[config.mk]
export PLATFORM = sky130hd
export DESIGN_NAME = alu_mul_ctrl
export DESIGN_NICKNAME = d
export VERILOG_FILES = /design/src/rtl/alu_mul_ctrl.sv
export SDC_FILE = /design/constraint.sdc
export NUM_CORES = 1
export LEC_CHECK = 0
export CAP_MARGIN = 20
export CELL_PAD_IN_SITES_DETAIL_PLACEMENT = 1
export CELL_PAD_IN_SITES_GLOBAL_PLACEMENT = 1
export CORE_MARGIN = 2
export CORE_UTILIZATION = 35
export DETAILED_ROUTE_END_ITERATION = 12
export PLACE_DENSITY = 0.85
export SKIP_LAST_GASP = 1
export SLEW_MARGIN = 20
export SYNTH_ARGS = -nofsm -noshare
export SYNTH_HDL_FRONTEND = slang
export SYNTH_SLANG_ARGS = --single-unit
[constraint.sdc]
create_clock -name clk -period 2.8 [get_ports clk]
set_input_delay 0.56 -clock clk [delete_from_list [all_inputs] [get_ports clk]]
set_output_delay 0.56 -clock clk [all_outputs]
set_load 0.01 [all_outputs]
[src/rtl/alu_mul_ctrl.sv]
// Sequencing controller that drives an external alu as an n-bit signed
// shift-and-add multiplier, one multiplier bit per cycle, with valid/ready on both sides.
module alu_mul_ctrl #(
    parameter int n = 12
) (
    input  logic             clk,
    input  logic             rst_n,
    input  logic             in_valid,
    output logic             in_ready,
    input  logic [n-1:0]     in_a,
    input  logic [n-1:0]     in_b,
    output logic             out_valid,
    input  logic             out_ready,
    output logic [2*n-1:0]   out_p,
    output logic             busy,
    output logic             alu_in_a_lsb,
    output logic             alu_op,
    output logic [n-1:0]     alu_in_b,
    input  logic [n-1:0]     alu_out
);

    localparam int CW = (n > 1) ? $clog2(n) : 1;

    typedef enum logic [1:0] {
        S_IDLE,
        S_RUN,
        S_DONE
    } state_t;

    state_t          state_q, state_d;
    logic [n-1:0]    hi_q, hi_d;
    logic [n-1:0]    lo_q, lo_d;
    logic [n-1:0]    b_q, b_d;
    logic [CW-1:0]   cnt_q, cnt_d;

    logic            run;
    logic            last_step;
    logic            sub_step;
    logic            addend_msb;
    logic [n:0]      sum;

    assign run          = (state_q == S_RUN);
    assign last_step    = (cnt_q == CW'(n - 1));
    assign in_ready     = (state_q == S_IDLE);
    assign out_valid    = (state_q == S_DONE);
    assign busy         = (state_q != S_IDLE);
    assign alu_in_a_lsb = run & lo_q[0];
    assign alu_op       = run & last_step;
    assign alu_in_b     = b_q;
    assign out_p        = {hi_q, lo_q};

    // The alu returns -B only mod 2^n, so -(-2^(n-1)) wraps to itself. The true
    // sign of -B is negative exactly when B is strictly positive; use that as the
    // extension bit on the subtract step so the most-negative square stays exact.
    assign sub_step   = alu_op & alu_in_a_lsb;
    assign addend_msb = sub_step ? (~b_q[n-1] & (|b_q)) : alu_out[n-1];
    assign sum        = {hi_q[n-1], hi_q} + {addend_msb, alu_out};

    // NOTE: every variable gets its hold value first so no path can infer a latch.
    always_comb begin
        state_d = state_q;
        hi_d    = hi_q;
        lo_d    = lo_q;
        b_d     = b_q;
        cnt_d   = cnt_q;
        case (state_q)
            S_IDLE: begin
                if (in_valid) begin
                    b_d     = in_b;
                    hi_d    = '0;
                    lo_d    = in_a;
                    cnt_d   = '0;
                    state_d = S_RUN;
                end
            end
            S_RUN: begin
                hi_d  = sum[n:1];
                lo_d  = {sum[0], lo_q[n-1:1]};
                cnt_d = cnt_q + CW'(1);
                if (last_step) begin
                    state_d = S_DONE;
                end
            end
            S_DONE: begin
                if (out_ready) begin
                    state_d = S_IDLE;
                end
            end
            default: state_d = S_IDLE;
        endcase
    end

    // NOTE: state registers use non-blocking assignments and reset asynchronously.
    always_ff @(posedge clk or negedge rst_n) begin
        if (!rst_n) begin
            state_q <= S_IDLE;
            hi_q    <= '0;
            lo_q    <= '0;
            b_q     <= '0;
            cnt_q   <= '0;
        end else begin
            state_q <= state_d;
            hi_q    <= hi_d;
            lo_q    <= lo_d;
            b_q     <= b_d;
            cnt_q   <= cnt_d;
        end
    end

endmodule

==> run_results.csv <==
group,metric,value,unit
sta,holdWs,406,ps
power,leakage,1.50,nW
worst_setup_path,crit_family,"adder cells",
worst_setup_path,crit_buf_inv,2,
power,power_density,1180,nW/um^2
synth,synth-adder-area-share,7.88,%
cells_and_area,drive_gt1_share,7.87,%
synth,synth.most_common_cell,"nand2_1",
sta,setup_violations,0,
sta,period_minus_slack,2480,ps
cells_and_area,final_core_util,52.2,%
drt,vias_per_cell,5.19,
cells_and_area,layout-area-overhead-vs-synth,43.8,%
cts,postCtsHoldBufs,0,
floorplanning,rows,29,
sta,drv_slew,0,
power,vdd_drop_max,0.498,mV
synth,ys_seq_area_share,45.4,%
drt,vias,2178,
synth,synthSimpleGateAreaFrac,24.1,%
worst_setup_path,critPathRequiredTime,3010,ps
floorplanning,die-area,7290,um^2
sta,relSlewSlack,35.7,%
synth,synth_cell_types,47,
grt,grt_overflow,0,
cells_and_area,layout.nets,396,
grt,grt_util_met2,31.0,%
drt,routedWlPerCell,15.5,um
placement,place.gp.congestion,0.771,
sta,finalHoldViolations,0,
worst_setup_path,arrival,2690,ps
cts,tritoncts,"built",
cts,post_cts_buffers,0,
grt,grt_use_total,18.8,%
worst_setup_path,crit_path_max_fanout,3,
synth,synth_top_area_cell,"dfrtp_1",
grt,grt_pass1_wl,11000,um
cts,insertion_delay,300,ps
sta,max_clock_freq,0.404,GHz
placement,placed_area,3190,um^2
synth,synth_top_family_by_area,"simple AND/OR/NAND/NOR gates",
job,cap_violations,0,
floorplanning,initial_utilization,36.3,%
synth,synth-xor-area-share,3.78,%
floorplanning,core-area,6390,um^2
floorplanning,ios,81,
floorplanning,die_w,85.4,um
synth,synth_nets,316,
synth,synthTopCellsByCount,"74 x nand2_1, 42 x dfrtp_1, 17 x nor2_1, 14 x a31oi_1, 13 x ha_1",
drt,first_iter_violations,98,
sta,clock_skew,7.35,ps
synth,async_flop_share,100,%
sta,rsz0062_at_grt,"no",
placement,pre_cts_slack,-18.5,ps
grt,use_met3,5.64,%
grt,grt_util_met1,23.9,%
grt,busiest_layer,"met2",
synth,synth_top_area_share,45.4,%
drt,ant_nets,0,
sta,final.period_utilization,88.5,%
cells_and_area,antenna_cells,0,
synth,ys_ff_latch,42,
grt,grt_max_degree,43,
cts,htreeDepth,2,
cts,cts_inserted_buffers,5,
worst_setup_path,worst-setup-path-type,"in2reg",
worst_hold_path,hp-class,"in2async",
worst_setup_path,critical-path-max-stage-delay,450,ps
sta,final.setup.worst_slack,323,ps
cts,clock-sinks,42,
synth,synth_compound_area_share,14.7,%
sta,tightestPinTransition,965,ps
synth,synth_mux_area_share,0.864,%
drt,routed_wl,6520,um
cells_and_area,final_area,3330,um^2
synth,syn_inst,262,
synth,syn_area,2320,um^2
cts,ctsResizeCount,0,
worst_setup_path,cp_slowest_cell,"clkdlybuf4s50_1",
synth,synth_area_leaders,"dfrtp_1 45%, nand2_1 12%, ha_1 7.0%",
synth,yosysWarningCount,0,
worst_setup_path,end_kind,"flop",
placement,place_hpwl,4750,um
placement,portBuffers,80,
grt,grt_pass1_vias,2296,
floorplanning,fp.dieH,85.4,um
worst_setup_path,start_kind,"input pin",
cts,clockRootBuffer,"clkbuf_8",
grt,grt_antenna_before_repair,0,
synth,synth.avg_cell_area,8.84,um^2
cts,path_clk_slew,90,ps
drt,drc,0,
synth,synth_edf_count,0,
status,status,"completed",
drt,firstDrtPassIters,4,
worst_setup_path,worstPathCellList,"clkdlybuf4s50_1 -> ha_1 -> inv_1 -> fa_1 -> nor2b_1 -> o31ai_2 -> a211oi_1 -> o22ai_1 -> xor2_1 -> nand3b_1 -> o211ai_1",
cts,cts_buffer_depth,2,
synth,synth_ff_type,"dfrtp_1",
-- layout by cell type, fill, tap and decap left out, types with 7 or more instances in the layout --
cell type        count
o21ai_0             12
ha_1                13
a31oi_1             14
dfrtp_1             42
xor2_1               7
nand2_1             74
nor2_1              17
clkdlybuf4s50_1     79
nand3_1              9
-- power breakdown --
| part | internal (W) | switching [W] |
|---|---|---|
| registers | 0.000910 | 0.000250 |
| clock network | 0.000380 | 0.000219 |
| logic | 0.00108 | 0.00109 |
| total | 0.00238 | 0.00155 |
-- layout make-up --
class                      count  area (um^2)
fill                         765         3050
multi-input combinational    203         1190
sequential                    42         1050
inverter                       5         18.8
timing repair buffer          85          833
clock inverter                 2         60.1
clock buffer                   6         82.6
tap                           77         96.3
-- per-stage QoR --
stage / setup TNS [ps] / cells / power (W)
2_1_floorplan: 0 / 262 / 0.00240
3_3_place_gp: 0 / 412 / 0.00326
3_5_place_dp: -18.5 / 412 / 0.00335
4_1_cts: 0 / 420 / 0.00398
5_1_grt: 0 / 420 / 0.00426
6_report: 0 / 420 / 0.00393
-- final timing paths --
| check | startpoint | end | slack, ps | cells after the start |
|---|---|---|---|---|
| min in group clk | alu_in_b[11]$_DFFE_PN0P_ | alu_in_b[11]$_DFFE_PN0P_ | 520 | 2 |
| max in group asynchronous | rst_n | hi_q[4]$_DFFE_PN0P_ | 1790 | 1 |
| worst min-delay path | rst_n | lo_q[5]$_DFFE_PN0P_ | 410 | 1 |
| worst max register to register | hi_q[0]$_DFFE_PN0P_ | hi_q[11]$_DFFE_PN0P_ | 630 | 10 |
| worst max-delay path | alu_out[0] | hi_q[11]$_DFFE_PN0P_ | 320 | 11 |
| worst min register to register | alu_in_b[11]$_DFFE_PN0P_ | alu_in_b[11]$_DFFE_PN0P_ | 520 | 2 |
-- cell families after synthesis --
kind of cell / count (synthesis)
and+or+nand+nor: 125
AOI/OAI and AO/OA: 52
DFF: 42
buffers and inverters: 17
adders and majority gates: 14
xor gates and xnor gates: 10
muxes: 2
-- state kept, by name, indices dropped and copies added, names as in the netlist --
| register | flops |
|---|---|
| alu_in_b | 12 |
| state_q | 2 |
| hi_q | 12 |
| cnt_q | 4 |
| lo_q | 12 |
-- routing by layer --
layer  up-vias  wire length, um
met1      1059             2860
li1       1049                -
met3         7              418
met2        63             3150
met5         -                0
met4         0               91
(Power assumes the default switching activity.)
